**config.mk**
```make
export PLATFORM = sky130hd
export DESIGN_NAME = bit_serial_adder
export DESIGN_NICKNAME = d
export VERILOG_FILES = /design/src/rtl/half_adder.sv /design/src/rtl/bit_serial_adder.sv
export SDC_FILE = /design/constraint.sdc
export NUM_CORES = 1
export LEC_CHECK = 0
export BUFFER_PORTS_ARGS = -buffer_cell sky130_fd_sc_hd__buf_4
export CORE_MARGIN = 2
export CORE_UTILIZATION = 48
export DETAILED_ROUTE_END_ITERATION = 7
export GPL_TIMING_DRIVEN = 0
export PLACE_DENSITY_LB_ADDON = 0.15
export SETUP_SLACK_MARGIN = 0.3
export SLEW_MARGIN = 30
export SYNTH_ARGS = -nofsm -noshare
export SYNTH_HDL_FRONTEND = slang
export SYNTH_HIERARCHICAL = 1
export SYNTH_SLANG_ARGS = --single-unit
export TNS_END_PERCENT = 30
```
**constraint.sdc**
```tcl
create_clock -name clk -period 1.2 [get_ports clk]
set_input_delay 0.12 -clock clk [delete_from_list [all_inputs] [get_ports clk]]
set_output_delay 0.12 -clock clk [all_outputs]
set_load 0.02 [all_outputs]
```
**src/rtl/half_adder.sv**
```systemverilog
// Half adder bit cell: s = a ^ b, c = a & b.
module half_adder (
  input  logic a,
  input  logic b,
  output logic s,
  output logic c
);

  assign s = a ^ b;
  assign c = a & b;

endmodule

```
**src/rtl/bit_serial_adder.sv**
```systemverilog
// Bit-serial WIDTH-bit adder, LSB first, one bit per clock via two half_adder cells.
// Define BIT_SERIAL_ADDER_SUB_EN to add the sub port (A - B via inverted B and carry-in of 1).
module bit_serial_adder #(
  parameter int WIDTH = 8
) (
  input  logic             clk,
  input  logic             rst,
  input  logic             start,
  input  logic [WIDTH-1:0] a_in,
  input  logic [WIDTH-1:0] b_in,
`ifdef BIT_SERIAL_ADDER_SUB_EN
  input  logic             sub,
`endif
  output logic             busy,
  output logic             done,
  output logic [WIDTH-1:0] sum_out,
  output logic             carry_out
);

  localparam int CW = (WIDTH > 1) ? $clog2(WIDTH) : 1;
  localparam logic [CW-1:0] LAST_CNT = CW'(WIDTH - 1);

  typedef enum logic [1:0] {
    IDLE = 2'd0,
    RUN  = 2'd1,
    DONE = 2'd2
  } state_t;

  state_t           state_r, state_n_s;
  logic [WIDTH-1:0] a_sh_r, a_sh_n_s;
  logic [WIDTH-1:0] b_sh_r, b_sh_n_s;
  logic [WIDTH-1:0] res_sh_r, res_sh_n_s;
  logic [WIDTH-1:0] res_shift_s;
  logic [WIDTH-1:0] s_msb_s;
  logic             carry_r, carry_n_s;
  logic [CW-1:0]    cnt_r, cnt_n_s;
  logic [WIDTH-1:0] sum_out_r, sum_out_n_s;
  logic             carry_out_r, carry_out_n_s;
  logic             carry_init_s;
  logic             b_bit_s;
  logic             s1_s, c1_s, s_s, c2_s, c_next_s;

`ifdef BIT_SERIAL_ADDER_SUB_EN
  logic sub_r, sub_n_s;
  assign b_bit_s      = b_sh_r[0] ^ sub_r;
  assign carry_init_s = sub;
`else
  assign b_bit_s      = b_sh_r[0];
  assign carry_init_s = 1'b0;
`endif

  half_adder u_ha0 (.a(a_sh_r[0]), .b(b_bit_s), .s(s1_s), .c(c1_s));
  half_adder u_ha1 (.a(s1_s),      .b(carry_r), .s(s_s),  .c(c2_s));

  assign c_next_s = c1_s | c2_s;

  // Result register after this cycle's sum bit enters at the MSB (WIDTH=1 safe).
  always_comb begin
    s_msb_s            = '0;
    s_msb_s[WIDTH-1]   = s_s;
    res_shift_s        = (res_sh_r >> 1) | s_msb_s;
  end

  // Next-state and datapath next values.
  always_comb begin
    state_n_s     = state_r;
    a_sh_n_s      = a_sh_r;
    b_sh_n_s      = b_sh_r;
    res_sh_n_s    = res_sh_r;
    carry_n_s     = carry_r;
    cnt_n_s       = cnt_r;
    sum_out_n_s   = sum_out_r;
    carry_out_n_s = carry_out_r;
`ifdef BIT_SERIAL_ADDER_SUB_EN
    sub_n_s       = sub_r;
`endif
    case (state_r)
      IDLE: begin
        if (start) begin
          a_sh_n_s   = a_in;
          b_sh_n_s   = b_in;
          res_sh_n_s = '0;
          carry_n_s  = carry_init_s;
          cnt_n_s    = '0;
`ifdef BIT_SERIAL_ADDER_SUB_EN
          sub_n_s    = sub;
`endif
          state_n_s  = RUN;
        end else begin
          state_n_s  = IDLE;
        end
      end
      RUN: begin
        a_sh_n_s   = a_sh_r >> 1;
        b_sh_n_s   = b_sh_r >> 1;
        res_sh_n_s = res_shift_s;
        carry_n_s  = c_next_s;
        cnt_n_s    = cnt_r + CW'(1);
        if (cnt_r == LAST_CNT) begin
          // Outputs only change here, on the edge that enters DONE.
          sum_out_n_s   = res_shift_s;
          carry_out_n_s = c_next_s;
          state_n_s     = DONE;
        end else begin
          state_n_s     = RUN;
        end
      end
      DONE: begin
        state_n_s = IDLE;
      end
      default: begin
        state_n_s = IDLE;
      end
    endcase
  end

  // State and datapath registers with synchronous reset.
  always_ff @(posedge clk) begin
    if (rst) begin
      state_r     <= IDLE;
      a_sh_r      <= '0;
      b_sh_r      <= '0;
      res_sh_r    <= '0;
      carry_r     <= 1'b0;
      cnt_r       <= '0;
      sum_out_r   <= '0;
      carry_out_r <= 1'b0;
`ifdef BIT_SERIAL_ADDER_SUB_EN
      sub_r       <= 1'b0;
`endif
    end else begin
      state_r     <= state_n_s;
      a_sh_r      <= a_sh_n_s;
      b_sh_r      <= b_sh_n_s;
      res_sh_r    <= res_sh_n_s;
      carry_r     <= carry_n_s;
      cnt_r       <= cnt_n_s;
      sum_out_r   <= sum_out_n_s;
      carry_out_r <= carry_out_n_s;
`ifdef BIT_SERIAL_ADDER_SUB_EN
      sub_r       <= sub_n_s;
`endif
    end
  end

  assign busy      = (state_r == RUN);
  assign done      = (state_r == DONE);
  assign sum_out   = sum_out_r;
  assign carry_out = carry_out_r;

endmodule

```
# Yosys cells after proc, flatten, opt, wreduce, memory -nomap -nowiden

Index checks and enable logic that the tools add are counted.
Widths: inputs -> output; s select.

Bits in registers: 39
Input bits: 19
Output and inout port bits: 11

Add/sub/neg operators: 1
Equal/unequal tests: 4
Muxes and demuxes: 13
Bitwise logic cells: 6
Reduce and logical (&&, ||, !) cells: 4

Operator list:

| kind                | count |
|---|---|
| $pmux 8 s2          | 3 |
| $mux 8              | 3 |
| $or 7x8->8          | 1 |
| $pmux 3 s2          | 1 |
| $pmux 2 s2          | 1 |
| $reduce_and 2->1    | 2 |
| $add 3x1->3 const B | 1 |
| $eq 3x3->1 const B  | 1 |
| $mux 3              | 1 |
| $and 1x1->1         | 2 |
| $eq 2x1->1 const B  | 1 |
| $eq 2x2->1 const B  | 1 |
| $logic_not 2->1     | 1 |
| $mux 1              | 2 |
| $mux 2              | 1 |
| $ne 2x2->1 const B  | 1 |
| $pmux 1 s2          | 1 |
| $reduce_bool 2->1   | 1 |
| $xor 1x1->1         | 2 |
| $or 1x1->1          | 1 |

# Logic depth before layout (Yosys ltp)

Gate-level depths: netlist (run 1).

Depth in word-level cells: 4
Depth in mapped cells: 6
Gate-level depth less buffers: 5

# Cells and area by module

Netlist (run 1), hierarchy kept.

Modules (own cells, without submodules):

| module           | times used | cells an instance | area each (um^2) |
|---|---|---|---|
| bit_serial_adder | 1          | 159               | 1,569.0 |
| half_adder       | 2          | 1                 | 12.5 |

# Least setup slack after synthesis (run 1)

OpenSTA, ideal clock, no wires.

Path type: register -> register
Start: register cnt_r[0]
End: register sum_out_r[6] (netlist: sum_out[6])
Setup time: 144 ps
Arrival: 1,119 ps
Path slack: -63 ps
Cell stages (with the launch flop): 7
Clock period less this slack: 1,263 ps
Cells stage by stage: dfxtp_1 -> ha_1 -> ha_1 -> and3b_1 -> buf_2 -> nand2_1 -> a21oi_1

Longest elaborated chain between the ends: 2

RTL lines:

| element                    | line                    | source |
|---|---|---|
| from (decl)                | bit_serial_adder.sv:36  | `logic [CW-1:0] cnt_r, cnt_n_s;` |
| from (signal assigned)     | bit_serial_adder.sv:137 | `cnt_r <= cnt_n_s;` |
| $eq 3x3->1                 | bit_serial_adder.sv:99  | `if (cnt_r == LAST_CNT) begin` |
| $reduce_and 2->1 (no line) | n/a                     |  |
| to (signal assigned)       | bit_serial_adder.sv:138 | `sum_out_r <= sum_out_n_s;` |
| to (decl)                  | bit_serial_adder.sv:37  | `logic [WIDTH-1:0] sum_out_r, sum_out_n_s;` |

No other way between the ends.
A chain may end at the register's enable or synchronous reset.

# Final worst setup path (run 1)

Same ends and word-level chain as after synthesis.

==> out/qor.csv, run 1 <==
metric;value;unit
layout-drive-gt1-share;47.6;%
critPathRequiredTime;1.42;ns
worstPathArrival;1.52;ns
synth.yosys.seq_area_share;47.7;%
worst-path-max-fanout;5;
setup_repair_after_global_routing_missed_its_margin;yes;
vias;1293;
critical_path.max_stage_delay;0.37;ns
dr_wl_met3;178;um
die-height;61.6;um
drt_iter0_drc;36;
vdd.ir_drop.worst;0.820;mV
timing.critical_path.to_type;flop;
path_cells;ha_4, ha_4, and3b_2, buf_6, nand2_4, a21oi_2;
wl_met2;1.94;mm
power.switching_fraction;26.2;%
timing.setup.critical_path_class;flop to flop;
netlist_area;1590;um^2
grt_antenna_before_repair;0;
met1_length;1.57;mm
synth_top_cell_by_area;sky130_fd_sc_hd__dfxtp_1;
seqPwrFrac;54.7;%
max_freq;766;MHz
wire_length_reported_by_the_detailed_router;3.74;mm
internal-power;1830;uW
insertion_delay;0.35;ns
yosysTopAreaCellShare;47.7;%
filler_cell_count;235;
routedWlPerCell;14.9;um
p_per_area;1090;nW/um^2
startpoint_type;flop;
final_period_minus_worst_setup_slack;1.31;ns
failed_checks;negative hold slack, negative setup slack;
slew-limit-headroom;52.9;%
cpLargestDelayFamily;flip-flops;
synthesis.instances;161;
synth_seq_cells;38;
final_critical_path_setup_slack;-0.105;ns
crit_path_frequent_cell;sky130_fd_sc_hd__ha_4;
top_layer_used;met4;
worst_hold_path_type;primary input to flop;
start_util;51.4;%
cts_hold_buf;0;
port_buffers;28;
netSwitchingPower;651;uW
post-route-period-util;109;%
timing.max_cap.violations;0;
tritoncts;built;
gpl.final_weighted_congestion;0.757;
most_frequent_cells_in_the_layout;sky130_fd_sc_hd__buf_4, sky130_fd_sc_hd__dfxtp_1, sky130_fd_sc_hd__nor2_1;
whs;-0.00103;ns
share_of_power_burned_in_the_clock_network;28.2;%
grt_pass1_vias;1282;
yosysUniqueCellTypes;22;
routed_via_density;5.17;
drt_drc_violations_left;0;
clkSinkCount;38;
synth.area.top_cells;sky130_fd_sc_hd__dfxtp_1, sky130_fd_sc_hd__mux2i_1, sky130_fd_sc_hd__a211oi_2, sky130_fd_sc_hd__nor2_1, sky130_fd_sc_hd__a22oi_1;
length_of_the_first_detailed_routing_pass_in_iterations;3;
row_count;20;
number_of_warnings_printed_during_yosys_synthesis;6;
cts.clk_slew.worst_paths;0.11;ns
post_detailed_placement_half_perimeter_wirelength;2.33;mm
final_nets;228;
comb_power_share;17.1;%
fp.dieW;61.6;um
total_nets_after_synthesis;184;
h_tree_levels;2;
post_route_setup_tns;-0.900;ns
cts-root-to-sink-buffers;2;
tightest_slew;0.707;ns
cpMaxStageDelayCell;sky130_fd_sc_hd__dfxtp_4;
drv_slew;0;
ioPinCount;30;
grt_pass1_wl;5.85;mm
dp_worst_setup_slack;-0.0871;ns
finalSetupViolCount;12;
gr-total-overflow;0;
final_hold_violation_count;1;
cts-root-buf;sky130_fd_sc_hd__clkbuf_4;
syn_avg_cell_area;9.90;um^2
route.antenna.remaining_nets;0;
status;finished with violations;
worst_clock_skew;0.00943;ns
grt_max_degree;12;
antenna-diode-count;0;
numCtsBuffers;5;
fp.dieArea;3800;um^2
globalRouteTotalUtil;21.5;%
critical_path_buffers_and_inverters;1;
floorplan.core_area;3100;um^2
syn_to_final_growth;43.2;%
power_leakage;0.000987;uW
==> cell families (layout without fill, tap and decap cells) <==
kind of cell    count (synthesis)  after routing  synth area share, %
buf+inv                        13             58                 5.49
fa+ha+maj                       4              4                 3.14
mux                            15             15                 9.42
flops                          38             38                 47.7
simple gates                   53             53                 14.4
compound gates                 38             38                 19.9
==> state kept, by name, indices dropped and copies added, names as in the netlist <==
name       count
cnt_r          3
carry_out      1
carry_r        1
res_sh_r       7
sum_out        8
b_sh_r         8
a_sh_r         8
state_r        2
==> layout make-up <==
| cell class | count | area (um^2) | area share, % |
|---|---|---|---|
| Multi-Input combinational cell | 110 | 933 | 40.9 |
| Sequential cell | 38 | 776 | 34.0 |
| Timing Repair Buffer | 37 | 323 | 14.1 |
| Buffer | 12 | 133 | 5.81 |
| Clock buffer | 7 | 55.1 | 2.41 |
| Tap cell | 44 | 55.1 | 2.41 |
| Clock inverter | 1 | 5.00 | 0.219 |
| Inverter | 1 | 3.75 | 0.164 |
==> power by group through the flow <==
stage | Sequential [uW] | Clock, uW | Combinational, uW
after floorplan | 1380 | 0 | 242
after global placement | 1380 | 0 | 322
after detailed placement | 1390 | 0 | 333
after CTS | 1360 | 716 | 379
after global routing | 1370 | 779 | 459
final | 1360 | 701 | 425
==> worst register-to-register path, delay by kind of cell, from the launching register on <==
| kind | cells | cell delay, ns |
|---|---|---|
| buf+inv | 1 | 0.15 |
| flops | 1 | 0.37 |
| compound gates | 1 | 0.05 |
| fa+ha+maj | 2 | 0.33 |
| simple gates | 2 | 0.28 |
==> per-layer routing <==
layer,track usage (%),vias up
li1,-,658
met1,24.2,602
met2,38.3,26
met3,6.51,7
met4,7.29,0
met5,0,-
==> through the flow <==
step	instance area (um^2)	utilization, %	total power [uW]	cells
2_1_floorplan	1680	-	1620	161
3_3_place_gp	1940	62.6	1700	233
3_5_place_dp	1940	62.6	1720	233
4_1_cts	2170	69.9	2450	249
5_1_grt	2280	73.6	2600	250
6_report	2280	73.6	2480	250
==> Yosys cell counts <==
cell type                  instances
sky130_fd_sc_hd__o21ai_0           1
sky130_fd_sc_hd__nor3_1            3
sky130_fd_sc_hd__dfxtp_1          38
sky130_fd_sc_hd__a211oi_2         10
sky130_fd_sc_hd__a21oi_1           9
sky130_fd_sc_hd__ha_1              4
sky130_fd_sc_hd__buf_6             4
sky130_fd_sc_hd__clkbuf_1          3
sky130_fd_sc_hd__nand3b_2          1
sky130_fd_sc_hd__and3b_1           1
sky130_fd_sc_hd__mux2i_1          15
sky130_fd_sc_hd__o21ba_1           1
sky130_fd_sc_hd__nor2_1           28
sky130_fd_sc_hd__nor2b_1           2
sky130_fd_sc_hd__inv_1             1
sky130_fd_sc_hd__buf_4             1
sky130_fd_sc_hd__a22oi_1          11
sky130_fd_sc_hd__nor3b_2           1
sky130_fd_sc_hd__o21bai_2          1
sky130_fd_sc_hd__a211oi_1          5
sky130_fd_sc_hd__buf_2             4
sky130_fd_sc_hd__nand2_1          17
==> final timing paths <==
kind	cells past startpoint	slack, ns	endpoint	from
min reg2reg	2	0.46	sum_out[7]	sum_out[7]
max reg2reg	6	-0.11	sum_out[6]	cnt_r[0]
min	3	-0.001	b_sh_r[7]	b_in[7]
max	6	-0.11	sum_out[6]	cnt_r[0]
==> timing repair <==
item,4_1_cts,5_1_grt
gates cloned,1,1
pin swaps,5,7
gates resized for setup,28,21
setup buffers,7,0
endpoints found under the setup margin,49,49
(Power assumes the default switching activity.)
==> run 2, diff against run 1 <==
--- a/config.mk
+++ b/config.mk
@@ -9,7 +9,6 @@
 export CORE_MARGIN = 2
 export CORE_UTILIZATION = 48
 export DETAILED_ROUTE_END_ITERATION = 7
-export GPL_TIMING_DRIVEN = 0
 export PLACE_DENSITY_LB_ADDON = 0.15
 export SETUP_SLACK_MARGIN = 0.3
 export SLEW_MARGIN = 30
==> run 2 against run 1 <==
Compared with the run above:
- the run ends with negative setup slack left
- critical path depth did not move
- die area did not move
- routed wire length fell by 1.9%
- sequential cell count did not move
- non-clock buffer count fell by 1
- power rose by 8.5%
- register-to-register slack improved by 0.08 ns
- global-route usage fell by 0.71 points
- critical path type unchanged
- highest routed layer unchanged
==> out/qor.csv, run 2 (synthesis gave the netlist of run 1 again) <==
metric;value;unit
globalRouteTotalUtil;20.8;%
worst_clock_skew;0.00398;ns
vias;1306;
p_per_area;1180;nW/um^2
path_cells;ha_4, ha_4, and3b_1, buf_6, nand2_1, a21oi_1;
fp.dieArea;3800;um^2
hold_depth;3;
grt_pass1_vias;1316;
port_buffers;29;
whs;0.0181;ns
h_tree_levels;2;
numCtsBuffers;5;
die-height;61.6;um
timing.max_cap.violations;0;
cpMaxStageDelayCell;sky130_fd_sc_hd__dfxtp_2;
critical_path_buffers_and_inverters;1;
fp.dieW;61.6;um
length_of_the_first_detailed_routing_pass_in_iterations;4;
worstPathArrival;1.44;ns
vdd.ir_drop.worst;0.809;mV
post_dp_cell_area;1940;um^2
antenna-diode-count;0;
route.antenna.remaining_nets;0;
drv_slew;0;
critical_path.max_stage_delay;0.35;ns
final_nets;227;
holdCritStartpoint;a_in[7];
crit_path_frequent_cell;sky130_fd_sc_hd__ha_4;
ioPinCount;30;
timing.setup.critical_path_class;flop to flop;
worst-r2r-cell-count;6;
wire_length_reported_by_the_detailed_router;3.67;mm
gpl.final_weighted_congestion;0.744;
setup_repair_after_global_routing_missed_its_margin;yes;
syn_to_final_growth;43.1;%
startpoint_type;flop;
cts.clk_slew.worst_paths;0.10;ns
finalSetupViolCount;10;
cts-root-to-sink-buffers;2;
final_hold_violation_count;0;
min_delay_worst_endpoint;a_sh_r[7];
failed_checks;negative setup slack;
critical_path.reg2reg.endpoint;sum_out[4];
insertion_delay;0.34;ns
post_detailed_placement_half_perimeter_wirelength;2.16;mm
post-route-period-util;102;%
grt_max_degree;39;
r2r-start;cnt_r[1];
worst_hold_path_type;primary input to flop;
drt_iter0_drc;30;
mostFrequentLayoutCell;sky130_fd_sc_hd__buf_4;
routed_via_density;5.27;
row_count;20;
clkSinkCount;38;
gr-total-overflow;0;
power_leakage;0.000896;uW
cts_hold_buf;0;
final_period_minus_worst_setup_slack;1.22;ns
cts-root-buf;sky130_fd_sc_hd__clkbuf_4;
slew-limit-headroom;69.0;%
start_util;51.4;%
tritoncts;built;
r2r_slack;-0.02;ns
max_freq;818;MHz
timing.critical_path.to_type;flop;
grt_pass1_wl;5.67;mm
layout_cell_area_excl_fill;2280;um^2
most_frequent_cells_in_the_layout;sky130_fd_sc_hd__buf_4, sky130_fd_sc_hd__dfxtp_1, sky130_fd_sc_hd__nand2_1;
cpLargestDelayFamily;flip-flops;
status;finished with violations;
floorplan.core_area;3100;um^2
layout-drive-gt1-share;50.0;%
tightest_slew;0.464;ns
routedWlPerCell;14.8;um
critPathRequiredTime;1.42;ns
final_critical_path_setup_slack;-0.0222;ns
cp.depth;6;
drt_drc_violations_left;0;
worst-path-max-fanout;9;
grt_antenna_before_repair;0;
-- run 2: cell types whose count changed in the layout (fill, tap and decap cells not counted), sizes merged --
cell    before  now
buf         45   47
clkbuf      11    7
bufinv       0    1
clkinv       1    0
-- run 2: metrics by stage --
| stage | setup TNS, ns | setup slack, ns | std cells | util, % | power (uW) |
|---|---|---|---|---|---|
| 2_1_floorplan | 0 | 0.0467 | 161 | - | 1620 |
| 3_3_place_gp | -0.00281 | -0.00281 | 230 | 62.4 | 1690 |
| 3_5_place_dp | -0.152 | -0.0374 | 230 | 62.4 | 1710 |
| 4_1_cts | -0.0820 | -0.0176 | 247 | 71.3 | 2670 |
| 5_1_grt | -0.964 | -0.0753 | 248 | 73.5 | 2800 |
| 6_report | -0.133 | -0.0222 | 248 | 73.5 | 2690 |
-- run 2: worst max-delay path by stage --
stage,startpoint,endpoint,slack (ns)
final,cnt_r[1],sum_out[4],-0.02
after global routing,state_r[0],a_sh_r[1],-0.08
after CTS,cnt_r[1],sum_out[5],-0.02
after detailed placement,cnt_r[1],carry_out,-0.04
after global placement,cnt_r[0],carry_out,-0.003
after floorplan,cnt_r[0],sum_out[6],0.05
-- run 2: tightest hold or removal path: stages --
cell	delay [ns]
sky130_fd_sc_hd__buf_4	0.08
sky130_fd_sc_hd__a22oi_1	0.06
sky130_fd_sc_hd__nor2_1	0.08
-- run 2: cell type report --
| class | instances | area (um^2) |
|---|---|---|
| Fill cell | 238 | 822 |
| Multi-Input combinational cell | 110 | 915 |
| Clock buffer | 6 | 51.3 |
| Timing Repair Buffer | 48 | 453 |
| Sequential cell | 38 | 773 |
| Inverter | 1 | 3.75 |
| Tap cell | 44 | 55.1 |
| Clock inverter | 1 | 30.0 |
-- run 2: report_power, final --
part           switching (uW)  total [uW]  internal, uW  leakage, uW
clock network             399         884           485    0.0000443
registers                47.9        1360          1320     0.000313
logic                     205         447           242     0.000538
total                     652        2690          2040     0.000896
-- run 2: layer usage --
metal	GRT usage (%)	wire length, um	vias to the layer above
met3	5.67	159	10
met1	23.5	1610	616
met4	10.3	88	0
met5	0	0	-
met2	35.8	1810	26
li1	-	-	654
-- run 2: what timing repair did --
item / in CTS / in global routing
gates cloned: 1 / 1
resized for setup: 28 / 13
buffers inserted: 9 / 0
pin swaps: 13 / 12
setup endpoints to repair: 49 / 49
